`config.mk`:
```
export PLATFORM = sky130hd
export DESIGN_NAME = can_interframe_tracker_flat
export DESIGN_NICKNAME = d
export VERILOG_FILES = /design/src/rtl/can_interframe_tracker_if.sv /design/src/rtl/can_interframe_tracker.sv /design/src/flat_wrapper.sv
export SDC_FILE = /design/constraint.sdc
export NUM_CORES = 1
export LEC_CHECK = 0
export ABC_AREA = 0
export BUFFER_PORTS_ARGS = -buffer_cell sky130_fd_sc_hd__clkbuf_2
export CAP_MARGIN = 20
export CORE_MARGIN = 3
export CORE_UTILIZATION = 39
export CTS_CLUSTER_DIAMETER = 30
export CTS_CLUSTER_SIZE = 20
export DETAILED_ROUTE_END_ITERATION = 12
export HOLD_SLACK_MARGIN = 0.12
export PLACE_DENSITY_LB_ADDON = 0.2
export REMOVE_ABC_BUFFERS = 1
export SYNTH_ARGS = -nofsm -noshare
export SYNTH_HDL_FRONTEND = slang
export SYNTH_SLANG_ARGS = --single-unit
```
`constraint.sdc`:
```
create_clock -name clk -period 4.8 [get_ports clk]
set_input_delay 0.48 -clock clk [delete_from_list [all_inputs] [get_ports clk]]
set_output_delay 0.48 -clock clk [all_outputs]
set_load 0.02 [all_outputs]
```
`src/rtl/can_interframe_tracker_if.sv`:
```
// Bus-side bundle for the CAN interframe tracker.
// Carries the sampler inputs plus the phase/permission outputs.
interface can_interframe_tracker_if #(
  parameter int CNT_W = 5
);
  logic             dIn;
  logic             samplePulse;
  logic             rateSelector;
  logic             errorPassive;
  logic             bitValid;
  logic             bitValue;
  logic [CNT_W-1:0] recCount;
  logic             intermission;
  logic             overloadDetect;
  logic             txReady;
  logic [1:0]       phase;

  modport master (
    output dIn,
    output samplePulse,
    output rateSelector,
    output errorPassive,
    input  bitValid,
    input  bitValue,
    input  recCount,
    input  intermission,
    input  overloadDetect,
    input  txReady,
    input  phase
  );

  modport slave (
    input  dIn,
    input  samplePulse,
    input  rateSelector,
    input  errorPassive,
    output bitValid,
    output bitValue,
    output recCount,
    output intermission,
    output overloadDetect,
    output txReady,
    output phase
  );
endinterface

```
`src/rtl/can_interframe_tracker.sv`:
```
// CAN interframe tracker: bit voter plus FRAME/INTER/SUSPEND/IDLE FSM.
// Define CAN_IFT_MAJORITY_EN for a 2-of-3 vote at rateSelector = 1.
module can_interframe_tracker #(
  parameter int PRE_BITS          = 8,
  parameter int INTERMISSION_BITS = 3,
  parameter int SUSPEND_BITS      = 8,
  parameter int CNT_W             = 5
) (
  input logic                     clk,
  input logic                     reset,
  can_interframe_tracker_if.slave bus
);

  localparam logic [1:0] ST_FRAME   = 2'd0;
  localparam logic [1:0] ST_INTER   = 2'd1;
  localparam logic [1:0] ST_SUSPEND = 2'd2;
  localparam logic [1:0] ST_IDLE    = 2'd3;

  localparam logic [CNT_W-1:0] PRE_C = CNT_W'(PRE_BITS);
  localparam logic [CNT_W-1:0] INT_C = CNT_W'(INTERMISSION_BITS);
  localparam logic [CNT_W-1:0] SUS_C = CNT_W'(SUSPEND_BITS);
  localparam logic [CNT_W-1:0] SAT_C = {CNT_W{1'b1}};
  localparam bit               SUS_EN = (SUSPEND_BITS > 0);

  logic [1:0]       idx;
  logic             rate_q;
  logic [1:0]       smp;
  logic             rate_now;
  logic             last;
  logic             voted;
  logic             bit_valid;
  logic             bit_value;
  logic [1:0]       state;
  logic [CNT_W-1:0] rec;
  logic [CNT_W-1:0] rec_inc;
  logic             saw_dom;
  logic             ovl;

  // Rate is latched on the first sample so a mid-bit change is ignored
  assign rate_now = (idx == 2'd0) ? bus.rateSelector : rate_q;
  assign last     = bus.samplePulse &&
                    (!rate_now || idx == 2'd2);

`ifdef CAN_IFT_MAJORITY_EN
  assign voted = rate_now ?
                 ((smp[0] & smp[1]) |
                  (smp[0] & bus.dIn) |
                  (smp[1] & bus.dIn)) :
                 bus.dIn;
`else
  assign voted = bus.dIn;
`endif

  always_ff @(posedge clk) begin
    if (reset) begin
      idx       <= 2'd0;
      rate_q    <= 1'b0;
      smp       <= 2'b00;
      bit_valid <= 1'b0;
      bit_value <= 1'b0;
    end else begin
      bit_valid <= last;
      if (bus.samplePulse) begin
        if (idx == 2'd0) rate_q <= bus.rateSelector;
        if (last) begin
          idx       <= 2'd0;
          bit_value <= voted;
        end else begin
          smp[idx[0]] <= bus.dIn;
          idx         <= idx + 2'd1;
        end
      end
    end
  end

  assign rec_inc = rec + 1'b1;

  always_ff @(posedge clk) begin
    if (reset) begin
      state   <= ST_FRAME;
      rec     <= '0;
      saw_dom <= 1'b0;
      ovl     <= 1'b0;
    end else begin
      ovl <= 1'b0;
      if (bit_valid) begin
        unique case (state)
          ST_FRAME: begin
            if (!bit_value) begin
              rec     <= '0;
              saw_dom <= 1'b1;
            end else if (rec_inc == PRE_C) begin
              state <= ST_INTER;
              rec   <= '0;
            end else begin
              rec <= rec_inc;
            end
          end
          ST_INTER: begin
            if (!bit_value) begin
              // Dominant early in intermission is overload, later is SOF
              ovl   <= (rec < CNT_W'(2));
              state <= ST_FRAME;
              rec   <= '0;
            end else if (rec_inc == INT_C) begin
              rec <= '0;
              if (bus.errorPassive && saw_dom && SUS_EN)
                state <= ST_SUSPEND;
              else
                state <= ST_IDLE;
            end else begin
              rec <= rec_inc;
            end
          end
          ST_SUSPEND: begin
            if (!bit_value) begin
              state <= ST_FRAME;
              rec   <= '0;
            end else if (rec_inc == SUS_C) begin
              state <= ST_IDLE;
              rec   <= '0;
            end else begin
              rec <= rec_inc;
            end
          end
          ST_IDLE: begin
            if (!bit_value) begin
              state <= ST_FRAME;
              rec   <= '0;
            end else if (rec != SAT_C) begin
              rec <= rec_inc;
            end
          end
          default: begin
            state <= ST_FRAME;
            rec   <= '0;
          end
        endcase
      end
    end
  end

  assign bus.bitValid       = bit_valid;
  assign bus.bitValue       = bit_value;
  assign bus.recCount       = rec;
  assign bus.intermission   = (state == ST_INTER);
  assign bus.overloadDetect = ovl;
  assign bus.txReady        = (state == ST_IDLE);
  assign bus.phase          = state;

endmodule

```
`src/flat_wrapper.sv`:
```
// flat-port wrapper written by rule: the top's interface ports become plain ports
module can_interframe_tracker_flat 
#(
  parameter int PRE_BITS          = 8,
  parameter int INTERMISSION_BITS = 3,
  parameter int SUSPEND_BITS      = 8,
  parameter int CNT_W             = 5
)
  (clk, reset, bus_dIn, bus_samplePulse, bus_rateSelector, bus_errorPassive, bus_bitValid, bus_bitValue, bus_recCount, bus_intermission, bus_overloadDetect, bus_txReady, bus_phase);
  can_interframe_tracker_if #(.CNT_W(CNT_W)) bus_i ();
  input logic clk;
  input logic reset;
  input wire logic [$bits(bus_i.dIn)-1:0] bus_dIn;
  input wire logic [$bits(bus_i.samplePulse)-1:0] bus_samplePulse;
  input wire logic [$bits(bus_i.rateSelector)-1:0] bus_rateSelector;
  input wire logic [$bits(bus_i.errorPassive)-1:0] bus_errorPassive;
  output wire logic [$bits(bus_i.bitValid)-1:0] bus_bitValid;
  output wire logic [$bits(bus_i.bitValue)-1:0] bus_bitValue;
  output wire logic [$bits(bus_i.recCount)-1:0] bus_recCount;
  output wire logic [$bits(bus_i.intermission)-1:0] bus_intermission;
  output wire logic [$bits(bus_i.overloadDetect)-1:0] bus_overloadDetect;
  output wire logic [$bits(bus_i.txReady)-1:0] bus_txReady;
  output wire logic [$bits(bus_i.phase)-1:0] bus_phase;
  assign bus_i.dIn = bus_dIn;
  assign bus_i.samplePulse = bus_samplePulse;
  assign bus_i.rateSelector = bus_rateSelector;
  assign bus_i.errorPassive = bus_errorPassive;
  assign bus_bitValid = bus_i.bitValid;
  assign bus_bitValue = bus_i.bitValue;
  assign bus_recCount = bus_i.recCount;
  assign bus_intermission = bus_i.intermission;
  assign bus_overloadDetect = bus_i.overloadDetect;
  assign bus_txReady = bus_i.txReady;
  assign bus_phase = bus_i.phase;
  can_interframe_tracker #(.PRE_BITS(PRE_BITS), .INTERMISSION_BITS(INTERMISSION_BITS), .SUSPEND_BITS(SUSPEND_BITS), .CNT_W(CNT_W)) u_core (.clk(clk), .reset(reset), .bus(bus_i));
endmodule
```
==> flow_summary.ini <==
[run_status]
run_status = completed

[placed_design]
place_worst_setup_slack_ps = 2630
hpwl_mm = 1.17
port_buffers = 17
place_congestion = 0.817

[global_routing]
grtUsageMet3_pct = 3.86
grt_pass1_wl_mm = 2.85
grt_max_degree = 14
gr-max-usage-layer = met2
grt_antenna_before_repair = 0
overflow = 0
gr_util_all_layers_pct = 14.6
groute.layer.met1.usage_pct = 20.1
gr-usage-met2_pct = 21.7
first_global_vias = 627

[sta]
maxSlewViolCount = 0
tns_ps = 0
final.period_utilization_pct = 46.4
post-route-min-period_ps = 2230
setup_violations = 0
measured_slew_at_the_worst_slew_check_pin_ps = 437
timing.slew.headroom_pct = 70.6
fin_worst_skew_ps = 0.436
timing.final.hold_violations = 0
setup_repair_after_global_routing_missed_its_margin = no
worst_slack_ps = 2570
timing.fmax_ghz = 0.449

[synthesis]
post_synth_inst_count = 85
synthMostInstantiatedCell = sky130_fd_sc_hd__dfxtp_1
synth_enable_flop_cells = 0
synth_largest_area_cell = sky130_fd_sc_hd__dfxtp_1
yosys_warnings = 0
postSynthAreaPerCell_sq_um = 9.01
netlist_top_cells_count = sky130_fd_sc_hd__dfxtp_1 (14), sky130_fd_sc_hd__nor2_1 (10), sky130_fd_sc_hd__nand2_1 (8)
synth_sequential_area_ratio_pct = 36.6
ys_ff_latch = 14
synth_top_flop_cell = sky130_fd_sc_hd__dfxtp_1
yosys.area.top_type_share_pct = 36.6
syn-cell-area_sq_um = 766
synth_top_cells_by_area = sky130_fd_sc_hd__dfxtp_1 (37%), sky130_fd_sc_hd__ha_1 (8.2%), sky130_fd_sc_hd__nor2_1 (4.9%)
synth-async-reset-ratio_pct = 0
ys_types = 35

[clocking]
postCtsSetupBuffers = 0
clk_root_buffer_cell = sky130_fd_sc_hd__clkbuf_4
htreeDepth = 1
cts.reportedPaths.clkPinSlew_ps = 90
clock_insertion_delay_at_the_later_pin_of_the_skew_report_ps = 280
post_cts.resized_instances = 0
numClockSinks = 14
cts_made_buffers = 3
cts-root-to-sink-buffers = 2
cts_tree = built
holdBufCountCts = 0

[power]
power.static_leakage_nw = 0.392
power_per_cell_area_nw_per_um2 = 257
worst_ir_drop_vdd_mv = 0.206

[setup_path]
cp-end-kind = register
cp_common_cell = sky130_fd_sc_hd__ha_1
criticalPathCategory = register to register
timing.critical_path.slowest_stage_cell = sky130_fd_sc_hd__dfxtp_1
critPathMaxFanout = 8
critPathBufInv = 0
worst_ep_arrival_time_ps = 2400
timing.critical_path.cells = ha_1 -> and3_2 -> ha_1 -> nor3b_1 -> a31oi_1 -> mux2_2
timing.critical_path.slowest_cell_delay_ps = 490
crit_path_start_kind = register
critPathTopFamily = adder cells
worstPathRequired_ps = 4980

[route]
detailedRoute.firstIterationViolations = 20
via_count = 658
routed_wire_length_per_instance_microns = 12.7
vias_per_cell = 5.10
first_pass_iters = 5
drc_errors = 0
wirelength_mm = 1.64
detail-route-antenna-nets = 0

[floorplan]
ios = 18
dieArea_sq_um = 2530
die-width_microns = 50.3
initial_utilization_pct = 42.9
die_h_microns = 50.3
placeable_core_region_sq_um = 1780
standard_cell_rows = 15

[worst_hold_path]
timing.hold.worst.class = input port to register

[finish]
drive_above_1_share_pct = 26.0
post-route-util_pct = 50.7
multi_input_comb_area_sq_um = 455
final_nets = 116
num_antenna_cells = 0
ff_latch_area_sq_um = 280
flow.area_growth_from_synthesis_pct = 18.0
fillerInstances = 190

[job]
maxCapViolCount = 0
-- final timing paths --
path | start | end | slack [ps] | depth (start not counted)
setup / recovery | u_core.bus.recCount[1]$_SDFFE_PP0P_ | u_core.bus.recCount[0]$_SDFFE_PP0P_ | 2570 | 6
hold / removal | bus_dIn | u_core.bus.bitValue$_SDFFE_PP0P_ | 440 | 3
setup reg to reg | u_core.bus.recCount[1]$_SDFFE_PP0P_ | u_core.bus.recCount[0]$_SDFFE_PP0P_ | 2570 | 6
hold reg to reg | u_core.rate_q$_SDFFE_PP0P_ | u_core.rate_q$_SDFFE_PP0P_ | 460 | 2
-- per-stage QoR --
step | hold slack (ps) | area, sq um | cells | total power, mW
floorplan | 430 | 751 | 83 | 0.140
global placement | 447 | 867 | 125 | 0.147
detailed placement | 453 | 867 | 125 | 0.148
CTS | 447 | 903 | 129 | 0.234
global route | 455 | 903 | 129 | 0.244
finish | 442 | 903 | 129 | 0.232
-- sequential cells by signal, indices dropped and copies added, names as in the netlist --
signal                     flops
u_core.bus.recCount            5
u_core.bus.phase               2
u_core.idx                     2
u_core.bus.bitValid            1
u_core.bus.bitValue            1
u_core.bus.overloadDetect      1
u_core.rate_q                  1
u_core.saw_dom                 1
-- cells by family after synthesis --
kind of cell	share of synthesized area, %
and+or+nand+nor	27.1
AOI/OAI and AO/OA	15.4
DFF	36.6
buffers and inverters	3.92
adders and majority gates	8.17
muxes	5.39
xor gates and xnor gates	3.43
-- routing by layer --
metal | vias up | routed length (microns) | part of all wire, %
li1 | 340 | - | -
met1 | 296 | 819 | 50
met2 | 18 | 701 | 43
met3 | 4 | 103 | 6.3
met4 | 0 | 19 | 1.2
met5 | - | 0 | 0
-- worst min-delay path, delay by kind of cell --
family / cells / cell delay, ps
buffers and inverters: 1 / 70
multiplexers: 1 / 50
AND/OR/NAND/NOR: 1 / 90
-- power by group --
group / internal [mW] / leakage (nW) / total, mW / switching [mW]
combinational: 0.00921 / 0.258 / 0.0215 / 0.0123
sequential: 0.120 / 0.114 / 0.124 / 0.00405
clock: 0.0461 / 0.0210 / 0.0872 / 0.0410
-- placed cells by master, fill, tap and decap left out, types with 2 or more instances in the layout --
cell	n
sky130_fd_sc_hd__a31oi_1	2
sky130_fd_sc_hd__nor2b_1	3
sky130_fd_sc_hd__clkbuf_2	17
sky130_fd_sc_hd__ha_1	5
sky130_fd_sc_hd__xor2_1	2
sky130_fd_sc_hd__a21oi_1	6
sky130_fd_sc_hd__clkbuf_4	3
sky130_fd_sc_hd__mux2i_1	3
sky130_fd_sc_hd__nand2_1	8
sky130_fd_sc_hd__nand3_2	2
sky130_fd_sc_hd__nand3_1	3
sky130_fd_sc_hd__inv_1	4
sky130_fd_sc_hd__dfxtp_1	14
sky130_fd_sc_hd__nor2_1	10
-- final cells by class --
| class | count | share of cell area (%) |
|---|---|---|
| clock buffer | 4 | 4.02 |
| multi-input combinational | 65 | 50.4 |
| timing repair buffer | 17 | 9.42 |
| tap | 25 | 3.46 |
| sequential | 14 | 31.0 |
| inverter | 4 | 1.66 |
(Power assumes the default switching activity.)
